**src/rtl/sort_pkg.sv**
```systemverilog
// Shared definitions for the two-run merge stream unit: FSM state encoding,
// default widths and the key ordering selectors.
package sort_pkg;

  localparam int DEFAULT_DATA_W = 32;
  localparam int DEFAULT_CNT_W  = 16;

  localparam int ORDER_ASC  = 0;
  localparam int ORDER_DESC = 1;

  typedef enum logic [1:0] {
    MERGE   = 2'd0,
    DRAIN_A = 2'd1,
    DRAIN_B = 2'd2
  } merge_state_t;

endpackage

```
**src/rtl/merge_stream_unit_if.sv**
```systemverilog
// Valid/ready stream carrying one key per transfer plus a last-of-run marker.
// The master drives data/valid/last, the slave drives ready.
interface merge_stream_unit_if #(
  parameter int DATA_W = sort_pkg::DEFAULT_DATA_W
);

  logic [DATA_W-1:0] data;
  logic              valid;
  logic              last;
  logic              ready;

  modport master (output data, output valid, output last, input ready);
  modport slave  (input data, input valid, input last, output ready);

endinterface

```
**src/rtl/key_compare.sv**
```systemverilog
// Ordering predicate shared by the merge selector and the run order checks:
// take_a is high when a belongs at or before b in the configured order,
// so equal keys always favour a.
module key_compare #(
  parameter int DATA_W = sort_pkg::DEFAULT_DATA_W
) (
  input  logic [DATA_W-1:0] a,
  input  logic [DATA_W-1:0] b,
  input  logic              descending,
  output logic              take_a
);

  // Non-strict compare keeps ties stable in favour of a.
  always_comb begin
    take_a = descending ? (a >= b) : (a <= b);
  end

endmodule

```
**src/rtl/merge_stream_unit.sv**
```systemverilog
// Merges two sorted input runs into one sorted output run, one element per
// cycle, with a single output register, a per-run element counter and a
// sticky flag for non-monotonic input runs.
module merge_stream_unit
  import sort_pkg::*;
#(
  parameter int DATA_W     = DEFAULT_DATA_W,
  parameter int DESCENDING = ORDER_ASC,
  parameter int CNT_W      = DEFAULT_CNT_W
) (
  input  logic                 clk,
  input  logic                 rst,
  input  logic                 ena,
  merge_stream_unit_if.slave   a,
  merge_stream_unit_if.slave   b,
  merge_stream_unit_if.master  out,
  output logic [CNT_W-1:0]     run_count,
  output logic                 order_err
);

  localparam logic DESC = (DESCENDING == ORDER_DESC);

  merge_state_t      state;

  logic [DATA_W-1:0] out_data_q;
  logic              out_valid_q;
  logic              out_last_q;

  logic [DATA_W-1:0] a_prev;
  logic [DATA_W-1:0] b_prev;
  logic              a_first;
  logic              b_first;

  logic              adv;
  logic              take_a;
  logic              a_ok;
  logic              b_ok;
  logic              pop_a;
  logic              pop_b;
  logic [DATA_W-1:0] pop_data;
  logic              pop_ends_pair;
  logic              out_fire;

  // Head-to-head selection between the two runs.
  key_compare #(.DATA_W(DATA_W)) u_select (
    .a          (a.data),
    .b          (b.data),
    .descending (DESC),
    .take_a     (take_a)
  );

  // Previous key of a run must sit at or before the key being popped.
  key_compare #(.DATA_W(DATA_W)) u_check_a (
    .a          (a_prev),
    .b          (a.data),
    .descending (DESC),
    .take_a     (a_ok)
  );

  key_compare #(.DATA_W(DATA_W)) u_check_b (
    .a          (b_prev),
    .b          (b.data),
    .descending (DESC),
    .take_a     (b_ok)
  );

  assign out_fire = out_valid_q & out.ready;

  // Pop decision: only while the output slot is free or being vacated,
  // never during reset, and at most one side per cycle.
  always_comb begin
    adv   = ena & (~out_valid_q | out.ready);
    pop_a = 1'b0;
    pop_b = 1'b0;
    if (!rst) begin
      case (state)
        MERGE: begin
          if (a.valid & b.valid & adv) begin
            pop_a = take_a;
            pop_b = ~take_a;
          end
        end
        DRAIN_A: pop_a = a.valid & adv;
        DRAIN_B: pop_b = b.valid & adv;
        default: begin
          pop_a = 1'b0;
          pop_b = 1'b0;
        end
      endcase
    end
  end

  // Element entering the output register and whether it closes the pair.
  always_comb begin
    pop_data      = pop_a ? a.data : b.data;
    pop_ends_pair = ((state == DRAIN_A) & pop_a & a.last) |
                    ((state == DRAIN_B) & pop_b & b.last);
  end

  assign a.ready = pop_a;
  assign b.ready = pop_b;

  assign out.data  = out_data_q;
  assign out.valid = out_valid_q;
  assign out.last  = out_last_q;

  // Run sequencing: the side whose last element leaves MERGE first hands
  // over to draining the other side; that side's last element ends the pair.
  always_ff @(posedge clk) begin
    if (rst) begin
      state <= MERGE;
    end else begin
      case (state)
        MERGE: begin
          if (pop_a & a.last) begin
            state <= DRAIN_B;
          end else if (pop_b & b.last) begin
            state <= DRAIN_A;
          end
        end
        DRAIN_A: if (pop_a & a.last) state <= MERGE;
        DRAIN_B: if (pop_b & b.last) state <= MERGE;
        default: state <= MERGE;
      endcase
    end
  end

  // Output register: a pop overwrites it even when the current element is
  // leaving in the same cycle, giving back-to-back transfers.
  always_ff @(posedge clk) begin
    if (rst) begin
      out_valid_q <= 1'b0;
      out_data_q  <= '0;
      out_last_q  <= 1'b0;
    end else if (pop_a | pop_b) begin
      out_valid_q <= 1'b1;
      out_data_q  <= pop_data;
      out_last_q  <= pop_ends_pair;
    end else if (out.ready) begin
      out_valid_q <= 1'b0;
      out_last_q  <= 1'b0;
    end
  end

  // Count elements handed downstream; the closing element restarts the count.
  always_ff @(posedge clk) begin
    if (rst) begin
      run_count <= '0;
    end else if (out_fire) begin
      if (out_last_q) begin
        run_count <= '0;
      end else begin
        run_count <= run_count + 1'b1;
      end
    end
  end

  // Per-input monotonicity tracking; the first element of each run is exempt.
  always_ff @(posedge clk) begin
    if (rst) begin
      a_prev    <= '0;
      b_prev    <= '0;
      a_first   <= 1'b1;
      b_first   <= 1'b1;
      order_err <= 1'b0;
    end else begin
      if (pop_a) begin
        a_prev  <= a.data;
        a_first <= a.last;
        if (!a_first && !a_ok) begin
          order_err <= 1'b1;
        end
      end
      if (pop_b) begin
        b_prev  <= b.data;
        b_first <= b.last;
        if (!b_first && !b_ok) begin
          order_err <= 1'b1;
        end
      end
    end
  end

endmodule

```
**src/flat_wrapper.sv**
```systemverilog
// flat-port wrapper written by rule: the top's interface ports become plain ports
module merge_stream_unit_flat import sort_pkg::*;
#(
  parameter int DATA_W     = DEFAULT_DATA_W,
  parameter int DESCENDING = ORDER_ASC,
  parameter int CNT_W      = DEFAULT_CNT_W
)
  (clk, rst, ena, run_count, order_err, a_data, a_valid, a_last, a_ready, b_data, b_valid, b_last, b_ready, out_data, out_valid, out_last, out_ready);
  merge_stream_unit_if #(.DATA_W(DATA_W)) a_i ();
  merge_stream_unit_if #(.DATA_W(DATA_W)) b_i ();
  merge_stream_unit_if #(.DATA_W(DATA_W)) out_i ();
  input  logic clk;
  input  logic rst;
  input  logic ena;
  output logic [CNT_W-1:0] run_count;
  output logic order_err;
  input wire logic [$bits(a_i.data)-1:0] a_data;
  input wire logic [$bits(a_i.valid)-1:0] a_valid;
  input wire logic [$bits(a_i.last)-1:0] a_last;
  output wire logic [$bits(a_i.ready)-1:0] a_ready;
  input wire logic [$bits(b_i.data)-1:0] b_data;
  input wire logic [$bits(b_i.valid)-1:0] b_valid;
  input wire logic [$bits(b_i.last)-1:0] b_last;
  output wire logic [$bits(b_i.ready)-1:0] b_ready;
  output wire logic [$bits(out_i.data)-1:0] out_data;
  output wire logic [$bits(out_i.valid)-1:0] out_valid;
  output wire logic [$bits(out_i.last)-1:0] out_last;
  input wire logic [$bits(out_i.ready)-1:0] out_ready;
  assign a_i.data = a_data;
  assign a_i.valid = a_valid;
  assign a_i.last = a_last;
  assign a_ready = a_i.ready;
  assign b_i.data = b_data;
  assign b_i.valid = b_valid;
  assign b_i.last = b_last;
  assign b_ready = b_i.ready;
  assign out_data = out_i.data;
  assign out_valid = out_i.valid;
  assign out_last = out_i.last;
  assign out_i.ready = out_ready;
  merge_stream_unit #(.DATA_W(DATA_W), .DESCENDING(DESCENDING), .CNT_W(CNT_W)) u_core (.clk(clk), .rst(rst), .ena(ena), .a(a_i), .b(b_i), .out(out_i), .run_count(run_count), .order_err(order_err));
endmodule
```
**config.mk**
```make
export PLATFORM = sky130hd
export DESIGN_NAME = merge_stream_unit_flat
export DESIGN_NICKNAME = d
export VERILOG_FILES = /design/src/rtl/sort_pkg.sv /design/src/rtl/merge_stream_unit_if.sv /design/src/rtl/key_compare.sv /design/src/rtl/merge_stream_unit.sv /design/src/flat_wrapper.sv
export SDC_FILE = /design/constraint.sdc
export NUM_CORES = 1
export LEC_CHECK = 0
export CORE_ASPECT_RATIO = 0.5
export CORE_MARGIN = 2
export CORE_UTILIZATION = 38
export DETAILED_ROUTE_END_ITERATION = 10
export DONT_BUFFER_PORTS = 1
export SETUP_SLACK_MARGIN = 0.15
export SYNTH_ARGS = -nofsm -noshare
export SYNTH_HDL_FRONTEND = slang
export SYNTH_SLANG_ARGS = --single-unit
```
**constraint.sdc**
```tcl
create_clock -name clk -period 3.5 [get_ports clk]
set_input_delay 0.7 -clock clk [delete_from_list [all_inputs] [get_ports clk]]
set_output_delay 0.7 -clock clk [all_outputs]
set_load 0.005 [all_outputs]
```
-- Yosys cells after proc, flatten, opt, wreduce, memory -nomap -nowiden
Index checks and enable logic that the tools add are counted.
- multiplexer cells: 20
- magnitude comparators: 3
- bitwise operators: 17
- reduce and logical (&&, ||, !) cells: 9
- eq/ne operators: 5
- add/sub/neg operators: 1
- operator list (operator ; number):
    <= comparator 32 bit ; 3
    two-way mux 32 bit ; 1
    adder 16 x 1 -> 16 bit, second input constant ; 1
    two-way mux 16 bit ; 1
    bitwise AND 1 bit ; 12
    two-way mux 1 bit ; 11
    two-way mux 2 bit ; 4
    one-hot mux 2 bit (3 select lines) ; 1
    logical NOT 1 bit ; 4
    != test 2 bit, second input constant ; 2
    one-hot mux 1 bit (2 select lines) ; 2
    != test 3 x 1 -> 1 bit, second input constant ; 1
    bitwise OR 1 bit ; 3
    AND reduction 3 bit ; 1
    == test 2 x 1 -> 1 bit, second input constant ; 1
    == test 2 bit, second input constant ; 1
    logical AND 1 bit ; 2
    logical NOT 2 bit ; 1
    inverter 1 bit ; 2
    nonzero test 2 bit ; 1
- logic and storage cells: 65
- input bits: 72
- register bits after elaboration: 119
- output and inout port bits: 53

-- Longest topological paths before layout
- depth in word-level cells: 11
- depth in mapped cells: 10
- gate-level depth less buffers: 9

-- By module
Synthesis repeated with hierarchy kept, for this count alone.
- cell total of the unflattened synthesis: 877
- area total of the unflattened synthesis: 6892.9 µm²
- modules (own cells, without submodules) (module ; area each (µm²) ; cells each ; instances ; seq. area each (µm²)):
    merge_stream_unit ; 4400.5 ; 526 ; 1 ; 2382.3
    key_compare ; 830.8 ; 117 ; 3 ; 0.0

-- Worst setup path after synthesis
OpenSTA, ideal clock, no wires.
- path type: input to output
- start point: input b_data[14]
- end point: output a_ready
- path buffers: 1
- stages: 10
- data required time: 2800 ps
- path slack: 152 ps
- data arrival time: 2648 ps
- cell sequence: inv_1 ha_1 a21oi_1 nand2_1 a221o_1 o31a_1 o31ai_4 nand2_2 buf_2 inv_2
- cells in the longest elaborated chain, start to end: 4
- RTL lines (item ; RTL line ; source):
    from (decl) ; flat_wrapper.sv:21 ; input wire logic [$bits(b_i.data)-1:0] b_data;
    <= comparator 32 bit ; key_compare.sv:15 ; take_a = descending ? (a >= b) : (a <= b);
    two-way mux 1 bit ; merge_stream_unit.sv:78 ; if (a.valid & b.valid & adv) begin
    one-hot mux 1 bit (2 select lines) ; merge_stream_unit.sv:76 ; case (state)
    two-way mux 1 bit ; merge_stream_unit.sv:75 ; if (!rst) begin
    to (decl) ; flat_wrapper.sv:20 ; output wire logic [$bits(a_i.ready)-1:0] a_ready;
Every way passes these cells.

-- Worst setup path after layout
- start point: input b_data[15]
- end point: output a_ready
The elaborated chain is that of the path after synthesis.

==> flow_summary.json <==
{
  "synthCells": 748,
  "die_x_um": 190.4,
  "setup_violations": 0,
  "initial_utilization_pct": 39.56,
  "stdcell_count": 989,
  "reg2reg_slack_ns": 1.21,
  "max_freq_mhz": 306.1,
  "hp-class": "in2reg",
  "synthArstFlopShare_pct": 0,
  "clkSlewWorstSetupHoldPaths_ns": 0.05,
  "syn-num-nets": 917,
  "die_h_um": 97.18,
  "synth_cell_types": 52,
  "rsz0062_at_grt": "false",
  "synth_area_per_cell_um2": 8.822,
  "io_pins": 125,
  "dieArea_um2": 18500,
  "drc": 0,
  "n_fill_cell": 1639,
  "crit_path_max_fanout": 3,
  "start_kind": "primary input",
  "cts_tree": "built",
  "worst_slew_pin_slew_ns": 0.7751,
  "synth_area_um2": 6599,
  "cp_cell_sequence": "inv_1 > ha_1 > nand4_1 > buf_4 > a2111oi_1 > o31a_1 > o31ai_4 > nand2_2 > inv_2",
  "fin_crit_ns": 3.267,
  "leakage_nw": 3.263,
  "area_growth_pct": 12.93,
  "gp_congestion": 0.8075,
  "max_stage_delay_ns": 0.56,
  "cp_slowest_cell": "a2111oi_1",
  "hold_ws_ns": 0.3496,
  "nets": 918,
  "outcome": "finished, final reports clean",
  "arrival_ns": 2.57,
  "synth_seq_cells": 119,
  "cts_buffers": 17,
  "grtUsageTotal_pct": 19.71,
  "dpl.cell_count": 955,
  "yosys_warnings": 0,
  "clock_sinks": 119,
  "antenna_found_initial": 0,
  "coreArea_um2": 16680,
  "avgRoutedWirePerCell_um": 18.28,
  "postRouteAntennaNets": 0,
  "ir_worst_vdd_mv": 0.3326,
  "vias_per_cell": 5.466,
  "finalWirelength_um": 18080,
  "drv_slew": 0,
  "end_kind": "primary output",
  "grt-ovfl-total": 0,
  "max_cap_violations": 0,
  "clock_path_buffers": 2,
  "seq_area_frac_synth_pct": 36.10,
  "p_per_area_nw_per_um2": 466.6,
  "io_buffer_count": 0,
  "ff_latch_area_um2": 2382,
  "finalPower_mw": 3.478,
  "dr.pass1.iters": 5,
  "num_antenna_cells": 0,
  "cts_root_buf": "clkbuf_16",
  "clock_skew_ns": 0.009414,
  "dp_hpwl_um": 13340,
  "ys_dominant_reg_cell": "dfxtp_1",
  "postCtsHoldBufs": 0,
  "drive_above_1_share_pct": 6.824,
  "rows": 33,
  "grt_start_max_net_pins": 64,
  "clk_latency_ns": 0.42,
  "period_share_pct": 93.34,
  "synth_edf_count": 0,
  "grt_pass1_vias": 5277,
  "multi_input_area_um2": 3850,
  "first_iter_violations": 297,
  "final_hold_viol_count": 0,
  "required_ns": 2.80,
  "grt_pass1_wl_um": 28240,
  "cts_max_level": 4,
  "crit_type": "in2out",
  "vias": 5406,
  "max_slew_margin_pct": 48.33
}
per-stage QoR:
stage          util [%]  setup slack (ns)  cell area [um^2]  TNS [ns]
3_5_place_dp      41.10          -0.05851              6855   -0.9118
4_1_cts           44.49            0.1749              7422         0
5_1_grt           44.67            0.1395              7452         0
6_report          44.67            0.2332              7452         0
3_3_place_gp      41.10           0.06080              6855         0
2_1_floorplan         -            0.1522              6599         0
critical path: cells and delay by family:
kind,cells,cell delay [ns]
AOI/OAI and AO/OA,3,0.96
adders and majority gates,1,0.31
buffers and inverters,3,0.28
and+or+nand+nor,2,0.30
metal layers:
metal,wire length (um),GRT usage [%]
met3,1055,5.670
met2,7895,30.15
met4,224,6.559
met1,8907,26.52
met5,0,0
cell type report:
cell class,count,share of cell area (%)
multi-input combinational,528,51.66
sequential,119,31.97
clock buffer,22,6.229
tap,227,3.811
inverter,71,3.576
clock inverter,10,1.377
timing repair buffer,12,1.377
power breakdown:
part	switching [mW]	total [mW]	internal (mW)
clock	0.636	1.71	1.08
combinational	0.202	0.336	0.133
sequential	0.0294	1.43	1.40
total	0.868	3.48	2.61
flip-flops by register name (all words and copies together) (netlist names):
| register | flops |
|---|---|
| u_core.a_prev | 32 |
| u_core.b_prev | 32 |
| u_core.out.data | 32 |
| u_core.run_count | 16 |
| u_core.state | 2 |
| u_core.a_first | 1 |
| u_core.b_first | 1 |
| u_core.order_err | 1 |
| u_core.out.last | 1 |
| u_core.out.valid | 1 |
cell usage after synthesis, drive strengths merged, types with 10 or more instances:
cell type | count | area, um^2
nand4 | 26 | 162.7
a22oi | 32 | 240.2
dfxtp | 119 | 2382
a21oi | 31 | 155.2
nand2 | 54 | 205.2
inv | 71 | 266.5
clkbuf | 18 | 67.56
xor2 | 10 | 87.58
buf | 12 | 67.56
o22ai | 31 | 193.9
o21ai | 54 | 270.3
a21o | 10 | 75.07
ha | 97 | 1214
mux2i | 35 | 350.3
nor2 | 61 | 229.0
placed cells by master, fill, tap and decap left out, types with 3 or more instances in the layout:
cell type	instances
o211ai_1	5
a32oi_1	3
a21o_1	10
a22oi_1	32
nor3_1	7
ha_1	97
buf_4	11
clkinv_2	7
o22ai_1	31
clkbuf_1	3
dfxtp_1	119
and2_1	4
o21ai_0	20
clkbuf_16	17
o21ai_1	33
nand2_1	53
inv_1	69
nor2b_1	4
and4_1	4
nor4_1	3
mux2i_1	35
a21oi_1	30
xnor2_1	4
o21a_1	4
xor2_1	10
nand3_1	8
nand4_1	26
nor2_1	61
and3_1	8
a211oi_1	6
path summary, 6_finish.rpt:
check | depth (start not counted) | end | from
setup / recovery | 9 | a_ready | b_data[15]
hold / removal | 1 | u_core.out.valid$_SDFFE_PP0P_ | rst
setup reg to reg | 8 | u_core.a_prev[8]$_SDFFE_PP0P_ | u_core.out.valid$_SDFFE_PP0P_
hold reg to reg | 2 | u_core.a_prev[0]$_SDFFE_PP0P_ | u_core.a_prev[0]$_SDFFE_PP0P_
cells by family after synthesis:
family	share of synthesized area, %
flops	36.10
simple gates	13.77
mux	5.480
xor+xnor	1.858
buf+inv	6.086
compound gates	18.32
fa+ha+maj	18.39
repair_timing:
item                       CTS  global route
buffers inserted             0             2
setup endpoints to repair    0             2
resized for setup            0             4
No activity file was read; power rests on OpenSTA's default activity.
